File: src/rtl/inst_fetch_unit.sv
// inst_fetch_unit
//   Front-end stage ahead of the main-control decoder. Holds the PC, fetches a
//   32-bit instruction over a req/ack handshake, presents it (with its 11-bit
//   opcode field) until downstream retires it, then steps or branches the PC.
//
// Ports
//   CLK, resetl          clock (rising edge), synchronous active-low reset
//   startPC              PC loaded while in reset
//   imem_req/addr        fetch request and address (address == pc)
//   imem_ack/rdata       memory response; data valid when ack is high
//   inst_valid/inst      latched instruction is being presented
//   opcode/pc            inst[31:21] and the instruction's address
//   inst_ready           downstream retires the presented instruction
//   branch/uncond_branch/zero/br_offset  resolved branch info, used at retire
//   inst_count           retired instruction count (wraps)
//   fetch_err            sticky error: fetch timeout or misaligned next PC
module inst_fetch_unit #(
    parameter int ADDR_W  = 64,
    parameter int TIMEOUT = 16,
    parameter int CNT_W   = 32
) (
    input  logic              CLK,
    input  logic              resetl,
    input  logic [ADDR_W-1:0] startPC,
    output logic              imem_req,
    output logic [ADDR_W-1:0] imem_addr,
    input  logic              imem_ack,
    input  logic [31:0]       imem_rdata,
    output logic              inst_valid,
    output logic [31:0]       inst,
    output logic [10:0]       opcode,
    output logic [ADDR_W-1:0] pc,
    input  logic              inst_ready,
    input  logic              branch,
    input  logic              uncond_branch,
    input  logic              zero,
    input  logic [ADDR_W-1:0] br_offset,
    output logic [CNT_W-1:0]  inst_count,
    output logic              fetch_err
);

    localparam logic [1:0] S_IDLE  = 2'd0;
    localparam logic [1:0] S_FETCH = 2'd1;
    localparam logic [1:0] S_ISSUE = 2'd2;
    localparam logic [1:0] S_ERR   = 2'd3;

    // Counter only needs to reach TIMEOUT-1.
    localparam int TO_W = (TIMEOUT > 1) ? $clog2(TIMEOUT) : 1;
    localparam logic [TO_W-1:0] TO_LAST = TO_W'((TIMEOUT > 0) ? TIMEOUT - 1 : 0);

    logic [1:0]        r_state;
    logic [ADDR_W-1:0] r_pc;
    logic [31:0]       r_inst;
    logic [CNT_W-1:0]  r_cnt;
    logic [TO_W-1:0]   r_tcnt;

    logic              w_ctl_known;
    logic              w_taken;
    logic [ADDR_W-1:0] w_off4;
    logic [ADDR_W-1:0] w_next;
    logic              w_timeout;

    // An unknown branch control must never redirect the PC; treat it as not taken.
    assign w_ctl_known = ((branch === 1'b0) || (branch === 1'b1)) &&
                         ((uncond_branch === 1'b0) || (uncond_branch === 1'b1));
    assign w_taken     = w_ctl_known &&
                         ((uncond_branch === 1'b1) || ((branch === 1'b1) && (zero === 1'b1)));
    assign w_off4      = br_offset << 2;
    assign w_next      = w_taken ? (r_pc + w_off4) : (r_pc + ADDR_W'(4));
    assign w_timeout   = (TIMEOUT != 0) && (r_tcnt == TO_LAST);

    always_ff @(posedge CLK) begin
        if (!resetl) begin
            r_state <= S_IDLE;
            r_pc    <= startPC;
            r_inst  <= '0;
            r_cnt   <= '0;
            r_tcnt  <= '0;
        end else begin
            case (r_state)
                S_IDLE: r_state <= S_FETCH;
                S_FETCH: begin
                    if (imem_ack) begin
                        r_inst  <= imem_rdata;
                        r_tcnt  <= '0;
                        r_state <= S_ISSUE;
                    end else begin
                        r_tcnt <= r_tcnt + TO_W'(1);
                        if (w_timeout) r_state <= S_ERR;
                    end
                end
                S_ISSUE: begin
                    if (inst_ready) begin
                        r_cnt <= r_cnt + CNT_W'(1);
                        // Misaligned target: trap with pc still pointing at the culprit.
                        if (w_next[1:0] != 2'b00) begin
                            r_state <= S_ERR;
                        end else begin
                            r_pc    <= w_next;
                            r_state <= S_FETCH;
                        end
                    end
                end
                default: r_state <= S_ERR;  // ERR is terminal until reset
            endcase
        end
    end

    assign imem_req   = (r_state == S_FETCH);
    assign imem_addr  = r_pc;
    assign inst_valid = (r_state == S_ISSUE);
    assign inst       = r_inst;
    assign opcode     = r_inst[31:21];
    assign pc         = r_pc;
    assign inst_count = r_cnt;
    assign fetch_err  = (r_state == S_ERR);

endmodule

File: config.mk
export PLATFORM = sky130hd
export DESIGN_NAME = inst_fetch_unit
export DESIGN_NICKNAME = d
export VERILOG_FILES = /design/src/rtl/inst_fetch_unit.sv
export SDC_FILE = /design/constraint.sdc
export NUM_CORES = 1
export LEC_CHECK = 0
export CORE_MARGIN = 1
export CORE_UTILIZATION = 45
export DETAILED_ROUTE_END_ITERATION = 16
export MAX_ROUTING_LAYER = met4
export PLACE_DENSITY = 0.81
export SLEW_MARGIN = 20
export SYNTH_ARGS = -nofsm -noshare
export SYNTH_HDL_FRONTEND = slang
export SYNTH_SLANG_ARGS = --single-unit
File: constraint.sdc
create_clock -name CLK -period 10.6 [get_ports CLK]
set_input_delay 2.12 -clock CLK [delete_from_list [all_inputs] [get_ports CLK]]
set_output_delay 2.12 -clock CLK [all_outputs]
set_load 0.01 [all_outputs]
Word level (Yosys, flattened, before mapping)
Cells that the tools add are included.

Bits in registers: 134. Bits of input ports: 167. Output and inout port bits: 206.

Add/sub/neg operators: 4. Eq/ne operators: 14. Multiplexer cells: 11. Reductions and logical operators: 12.

Operators with widths (count): two-way mux 64 bit (5); adder 64 x 3 -> 64 bit, second input constant (1); adder 64 bit (1); adder 32 x 1 -> 32 bit, second input constant (1); two-way mux 2 bit (4); inequality test 2 x 1 -> 1 bit, second input constant (3); one-hot mux 2 bit (3 select lines) (1); AND reduction 2 bit (3); === test 1 bit, second input constant (5); adder 4 x 1 -> 4 bit, second input constant (1); equality test 2 bit, second input constant (2); equality test 4 bit, second input constant (1); two-way mux 4 bit (1); logical AND 1 bit (3); logical OR 1 bit (3); inequality test 3 x 1 -> 1 bit, second input constant (1); AND reduction 3 bit (1); equality test 2 x 1 -> 1 bit, second input constant (1); zero test 2 bit (1); inequality test 2 bit, second input constant (1); nonzero test 2 bit (1).

Logic depth before layout (Yosys ltp)
Gate-level depths: netlist of the first run.

Word-level depth: 10. Depth in mapped cells: 14.

Worst setup path before layout of the first run
Ideal clock, no wire load.

Path kind: input -> register. From: in branch. To: reg r_pc[62], in the netlist imem_addr[62] (data pin). Setup time: 0.260 ns. Data arrival time: 5.343 ns. Path slack: 4.998 ns. Stages on the path: 14. Buffers on the path: 1. Cell sequence: a21oi_1 -> clkbuf_1 -> or2_2 -> ha_1 -> fa_1 -> a211oi_1 -> o21ai_1 -> a211oi_2 -> o22ai_1 -> o2111a_1 -> a311oi_2 -> o21ai_0 -> xnor2_1 -> mux2_2.

Cells in the longest elaborated chain, start to end: 9.

Ends and longest elaborated chain: start: declaration (RTL line 34) `input logic branch,`; === test 1 bit, on equally long branches (RTL line 64, 67); logical OR 1 bit or logical AND 1 bit (tied branches) (RTL line 64, 67); logical AND 1 bit or logical OR 1 bit (tied branches) (RTL line 64, 67); logical AND 1 bit * (RTL line 66) `assign w_taken = w_ctl_known &&`; two-way mux 64 bit * (RTL line 69) `assign w_next = w_taken ? (r_pc + w_off4) : (r_pc + ADDR_W'(4));`; two-way mux 64 bit * (RTL line 96) `if (w_next[1:0] != 2'b00) begin`; two-way mux 64 bit * (RTL line 93) `if (inst_ready) begin`; two-way mux 64 bit * (RTL line 80) `case (r_state)`; two-way mux 64 bit * (RTL line 73) `if (!resetl) begin`; end signal: assignment (RTL line 75) `r_pc <= startPC;`; end signal: assignment (RTL line 99) `r_pc <= w_next;`; end: declaration (RTL line 52) `logic [ADDR_W-1:0] r_pc;`.

Every way passes the cells marked *; elsewhere a longest branch is shown, timed or not. The select of a mux whose other input is x is not followed. A chain may end at the register's enable or synchronous reset.

Final worst setup path of the first run
From: in branch. To: reg r_pc[54], in the netlist imem_addr[54] (data pin).

Same word-level chain as after synthesis.

==> metrics.md, run 1 <==
| Metric | Value |
|---|---|
| Status | finished, final reports clean |
| Initial Util | 0.462 |
| Via density | 5.48 |
| Final Hold Fails | 0 |
| Post-Layout Cell Count | 1760 |
| TNS Setup | 0 ns |
| Worst-path maximum fanout | 62 |
| DR vias | 9649 |
| ANT nets after route | 0 |
| Synth unique cells | 69 |
| R2R depth | 11 |
| Ys async rst share | 0 |
| Req. time, crit path | 10.78 ns |
| Number of synthesized flops with an enable pin | 64 |
| R2r startpoint | imem_addr[2] |
| DRT Pass-1 Iters | 5 |
| Detailed Route WL | 32600 um |
| FILL cells | 1858 |
| Post-layout util | 0.642 |
| Slew @ Worst Pin | 0.916 ns |
| Initial DRC Count | 482 |
| Syn. warnings | 0 |
| Main synth FF type | dfxtp_1 |
| Clock sinks | 134 |
| Core Footprint | 21900 sq um |
| I/O Pins | 373 |
| H-tree depth | 4 |
| Setup violators final | 0 |
| Clock latency on the worst-skew pair | 0.43 ns |
| Worst Hold Launch | inst[15] |
| Worst IR drop on VDD | 0.000104 V |
| Syn_area_per_cell | 8.45 sq um |
| Slew Limit Fails | 0 |
| First-pass GRT wire length | 50700 um |
| Worst Setup End Kind | register |
| Hold crit path type | register to register |
| Fin nets | 1697 |
| FF+latch count, synth | 134 |
| Fin crit period | 6.53 ns |
| Slew headroom | 0.389 |
| Total grt overflow | 0 |
| Syn Nets | 1427 |
| Resized Gates After CTS | 0 |
| Leak | 5.48 nW |
| GPL Wtd Cong | 0.931 |
| Tcrit/Tclk final | 0.616 |
| CTS tree | done |
| Overall Power | 0.00211 W |
| DRC | 0 |
| Hold depth | 2 |
| Mapped Cells | 1196 |
| F_max | 0.153 GHz |
| Cell Area, Synth | 10100 sq um |
| Cts hold-fix bufs | 0 |
| Crit start category | input port |
| Routed wire per std cell | 18.5 um |
| GRT Overall Usage | 0.284 |
| Chip Width | 152 um |
| Clock Path Buffers | 2 |
| Vias in the first global route | 9450 |
| Placed insts | 1727 |
| Crit. Startpoint | branch |
| Total die area | 23100 sq um |
| Area delta synth->final | 39.1% |
| Largest net degree at the start of global routing | 79 |
| Chip height | 152 um |
| CP Class | input port to register |
| CTS buffer count | 17 |
| PortBufs | 370 |
| FP Rows | 54 |
| Clock transition at the registers of the reported paths | 0.07 ns |
| Sequential fraction of the synthesis area | 0.329 |
| Layout cells sized above 1 | 0.0690 |
| Initial antenna violation count | 1 |
| RSZ-0062 raised after global routing | false |
| Setup Fix Bufs, Post-CTS | 0 |
| Root Driver | clkbuf_16 |
| PD cells | 150 nW/um^2 |
| Worst EP arrival | 6.71 ns |
| Dpl hpwl | 25100 um |
| Worst Clk Skew | 0.0177 ns |
| Max_cap viols | 0 |
final cells by class:
| cell class | count | area, sq um | share of cell area |
|---|---|---|---|
| Timing Repair Buffer | 376 | 3740 | 0.266 |
| Multi-Input combinational cell | 913 | 5960 | 0.424 |
| Clock inverter | 13 | 128 | 0.00908 |
| Sequential cell | 134 | 3320 | 0.236 |
| Clock buffer | 19 | 464 | 0.0330 |
| Tap cell | 280 | 350 | 0.0249 |
| Inverter | 24 | 91.3 | 0.00650 |
| Antenna cell | 1 | 2.50 | 0.000178 |
power breakdown:
part / internal (W) / total (W) / switching [W]
clock: 0.000332 / 0.000608 / 0.000275
sequential: 0.000608 / 0.000652 / 0.0000444
combinational: 0.000417 / 0.000846 / 0.000428
cells in the mapped netlist (all sizes together) (23+ instances only):
cell type,instances,area share
nand3,28,0.014
buf,79,0.057
ha,63,0.078
o21ai,58,0.029
nor2,90,0.033
xor2,41,0.036
clkbuf,46,0.017
dfxtp,70,0.14
inv,23,0.0085
nand2,158,0.059
a21oi,127,0.063
xnor2,38,0.033
edfxtp,64,0.19
mux2,42,0.047
a21o,35,0.026
nor2b,68,0.042
registers in the layout, indices dropped and copies added (netlist names):
register and cells:
imem_addr 64, inst 32, r_tcnt 4, inst_count 32, r_state 2
path summary, 6_finish.rpt:
| check | to | slack (ns) |
|---|---|---|
| hold reg to reg | inst[15] | 0.45 |
| setup / recovery | imem_addr[54] | 4.07 |
| setup reg to reg | imem_addr[54] | 6.62 |
| hold / removal | inst[15] | 0.45 |
metrics by stage:
| step | cell area, sq um | setup WS (ns) | hold slack, ns |
|---|---|---|---|
| 6_report | 14100 | 4.07 | 0.454 |
| 5_1_grt | 14100 | 3.87 | 0.476 |
| 4_1_cts | 14100 | 4.09 | 0.455 |
| 3_5_place_dp | 13500 | 3.66 | 0.447 |
| 3_3_place_gp | 13500 | 3.73 | 0.441 |
| 2_1_floorplan | 10100 | 5.00 | 0.459 |
cells by family after synthesis:
logic type	share of synthesized area
and+or+nand+nor	0.203
AOI/OAI and AO/OA	0.187
buffers and inverters	0.0834
DFF	0.329
xor gates and xnor gates	0.0685
adders and majority gates	0.0800
muxes	0.0488
worst max-delay path: stages:
cell             delay [ns]
clkdlybuf4s50_1        0.57
a21oi_4                0.07
buf_4                  0.34
or2_2                  0.37
ha_1                   0.23
fa_1                   0.44
a211oi_1               0.35
o21ai_1                0.18
a211oi_2               0.34
o22ai_1                0.18
o2111a_1               0.37
a311oi_2               0.50
o21ai_0                0.20
xnor2_1                0.15
mux2_2                 0.27
per-layer routing:
layer,track usage,part of all wire
met1,0.331,0.41
met2,0.474,0.49
met3,0.0799,0.083
met4,0.0857,0.019
met5,-,0
cell usage in the layout (no fill, tap or decap), drive strengths merged, types with 16 or more instances in the layout:
cell type	n
inv	32
nand4	17
clkdlybuf4s50	369
nor2b	68
xor2	41
nand2	158
a21oi	127
nand3	28
a21o	35
mux2	42
ha	63
xnor2	38
and3	16
nor2	90
clkbuf	19
edfxtp	64
dfxtp	70
o21ai	58
(Power assumes the default switching activity.)
==> run 2, diff against run 1 <==
- CORE_UTILIZATION: 45 -> 41
- PLACE_DENSITY: 0.81 -> 0.78
- clock period: 10.6 -> 5.9 ns (I/O delays scaled with it)
==> run 2 against run 1 <==
Effect of this change: clock-buffer cell count shrank 1; first-iteration DRC count is 3.9% lower; total power grew 80%; clock power rose by 81%; critical path depth is 1 lower; via count is 0.28% higher; utilization is 5.9 points lower; critical path type unchanged.
==> metrics.md, run 2 (same netlist as run 1, synthesis figures left out) <==
| Metric | Value |
|---|---|
| Status | finished, final reports clean (unchanged) |
| Placed insts | 1774 (was 1727) |
| DR vias | 9676 (was 9649) |
| TNS Setup | 0 ns (unchanged) |
| Worst Setup End Kind | register (unchanged) |
| Worst IR drop on VDD | 0.000164 V (was 0.000104 V) |
| Worst Hold Launch | inst[7] (was inst[15]) |
| Commonest non-fill, non-tap cell in the layout | clkdlybuf4s50_1 (unchanged) |
| RSZ-0062 raised after global routing | false (unchanged) |
| CP Class | input port to register (unchanged) |
| Max_cap viols | 0 (unchanged) |
| Initial DRC Count | 463 (was 482) |
| PortBufs | 370 (unchanged) |
| FILL cells | 2217 (was 1858) |
| Wire length on met1 | 13400 um (was 13300 um) |
| Highest metal used | met4 (unchanged) |
| Inserted Diodes | 0 (was 1) |
| ANT nets after route | 0 (unchanged) |
| Total die area | 25300 sq um (was 23100 sq um) |
| Clock share of power | 0.290 (was 0.289) |
| Resized Gates After CTS | 0 (unchanged) |
| Req. time, crit path | 6.07 ns (was 10.78 ns) |
| Multi-input logic area | 5960 sq um (about the same) |
| Vias in the first global route | 9504 (was 9450) |
| Max reg flops | 64 (unchanged) |
| Clock Path Buffers | 2 (unchanged) |
| Fin crit period | 5.13 ns |
| Slew @ Worst Pin | 0.938 ns (was 0.916 ns) |
| Final Hold Fails | 0 (unchanged) |
| Fin nets | 1700 (was 1697) |
| Leak | 5.50 nW (was 5.48 nW) |
| Most frequent cells in the layout | clkdlybuf4s50_1 (369), nand2_1 (156), a21oi_1 (126) (unchanged) |
| Hold crit path type | register to register (unchanged) |
| Top delay family on crit path | compound AO/OA/AOI/OAI gates (unchanged) |
| Root Driver | clkbuf_16 (unchanged) |
| Initial antenna violation count | 0 (was 1) |
| Crit start category | input port (unchanged) |
| First-pass GRT wire length | 51000 um (was 50700 um) |
| Worst Clk Skew | 0.0139 ns (was 0.0177 ns) |
| GPL Wtd Cong | 0.910 (was 0.931) |
| R2r startpoint | imem_addr[2] (unchanged) |
| Slew headroom | 0.374 (was 0.389) |
| PD cells | 268 nW/um^2 (was 150 nW/um^2) |
| Cts hold-fix bufs | 0 (unchanged) |
| CTS tree | done (unchanged) |
| Crit. Startpoint | branch (unchanged) |
| Worst-path maximum fanout | 5 (was 62) |
| Chip height | 159 um (was 152 um) |
| Dpl hpwl | 24900 um (was 25100 um) |
| Initial Util | 0.417 (was 0.462) |
| Via density | 5.36 (was 5.48) |
| Detailed Route WL | 32400 um (was 32600 um) |
| Post-Layout Cell Count | 1806 (was 1760) |
| Chip Width | 159 um (was 152 um) |
| Critical-path top delay cell | clkdlybuf4s50_1 (unchanged) |
| Buffers & Inverters on Critical Path | 1 (was 2) |
| Slew Limit Fails | 0 (unchanged) |
| Sw Share | 0.357 (was 0.355) |
| Layout cells sized above 1 | 0.0715 (was 0.0690) |
| F_max | 0.195 GHz |
| Total grt overflow | 0 (unchanged) |
| Slowest Stage Delay on Critical Path | 0.51 ns (was 0.57 ns) |
| Setup violators final | 0 (unchanged) |
| Core Footprint | 24200 sq um (was 21900 sq um) |
| Pint | 0.00244 W (was 0.00136 W) |
| GRT Overall Usage | 0.261 (was 0.284) |
| Sequential cell area | 3320 sq um (unchanged) |
| Routed wire per std cell | 17.9 um (was 18.5 um) |
| Clock latency on the worst-skew pair | 0.42 ns (was 0.43 ns) |
| Clock transition at the registers of the reported paths | 0.07 ns (about the same) |
| FP Rows | 57 (was 54) |
| Routed wl met2 | 16200 um (was 16000 um) |
| H-tree depth | 4 (unchanged) |
| Clock sinks | 134 (unchanged) |
| CTS buffer count | 17 (unchanged) |
| Crit-path cells | clkdlybuf4s50_1 > a21oi_4 > or2_2 > ha_1 > fa_1 > a211oi_1 > o21ai_1 > a211oi_2 > o22ai_1 > o2111a_1 > a311oi_2 > o21ai_0 > xnor2_1 > mux2_2 (was clkdlybuf4s50_1 > a21oi_4 > buf_4 > or2_2 > ha_1 > fa_1 > a211oi_1 > o21ai_1 > a211oi_2 > o22ai_1 > o2111a_1 > a311oi_2 > o21ai_0 > xnor2_1 > mux2_2) |
| Setup Fix Bufs, Post-CTS | 0 (unchanged) |
| Worst EP arrival | 5.30 ns (was 6.71 ns) |
| P_sw | 0.00136 W (was 0.000748 W) |
| Tcrit/Tclk final | 0.869 |
| Area delta synth->final | 40.0% (was 39.1%) |
| Logic pwr share | 0.401 (was 0.402) |
| Largest net degree at the start of global routing | 73 (was 79) |
| Routed wl met3 | 2480 um (was 2720 um) |
| DRC | 0 (unchanged) |
| I/O Pins | 373 (unchanged) |
| Sequential share of power | 0.309 (was 0.310) |
| DRT Pass-1 Iters | 5 (unchanged) |
## run 2: layout make-up
type | count | share of cell area
Timing Repair Buffer | 379 | 0.267
Multi-Input combinational cell | 913 | 0.421
Clock buffer | 18 | 0.0318
Clock inverter | 14 | 0.0103
Inverter | 24 | 0.00645
Sequential cell | 134 | 0.235
Tap cell | 324 | 0.0286
## run 2: routing by layer
layer	vias to the layer above	global-route usage
li1	4714	-
met1	4571	0.305
met2	367	0.454
met3	24	0.0675
met4	0	0.0424
met5	-	-
## run 2: path summary, 6_finish.rpt
path | endpoint | slack (ns) | cells after the start
max reg2reg | imem_addr[62] | 1.91 | 11
max | imem_addr[62] | 0.77 | 14
min | inst[7] | 0.45 | 2
min reg2reg | inst[7] | 0.45 | 2
## run 2: per-stage QoR
stage	instance area (sq um)	hold WS, ns	power, W	worst slack [ns]	util
after floorplan	10100	0.459	0.00215	1.24	-
after global placement	13600	0.441	0.00268	0.461	0.559
after detailed placement	13600	0.448	0.00270	0.399	0.559
after CTS	14100	0.457	0.00381	0.826	0.583
after global routing	14200	0.479	0.00400	0.610	0.584
final	14200	0.454	0.00380	0.772	0.584
## run 2: power groups by stage
stage | clock (W) | sequential (W) | combinational [W]
3_3_place_gp | 0 | 0.00119 | 0.00149
4_1_cts | 0.00112 | 0.00117 | 0.00152
5_1_grt | 0.00117 | 0.00118 | 0.00165
3_5_place_dp | 0 | 0.00119 | 0.00151
6_report | 0.00110 | 0.00117 | 0.00152
2_1_floorplan | 0 | 0.00121 | 0.000943
## run 2: worst register-to-register path, delay by kind of cell (launching register included)
| kind | cells | cell delay [ns] |
|---|---|---|
| compound gates | 7 | 2.16 |
| fa+ha+maj | 2 | 0.71 |
| flops | 1 | 0.48 |
| mux | 1 | 0.26 |
| xor+xnor | 1 | 0.15 |
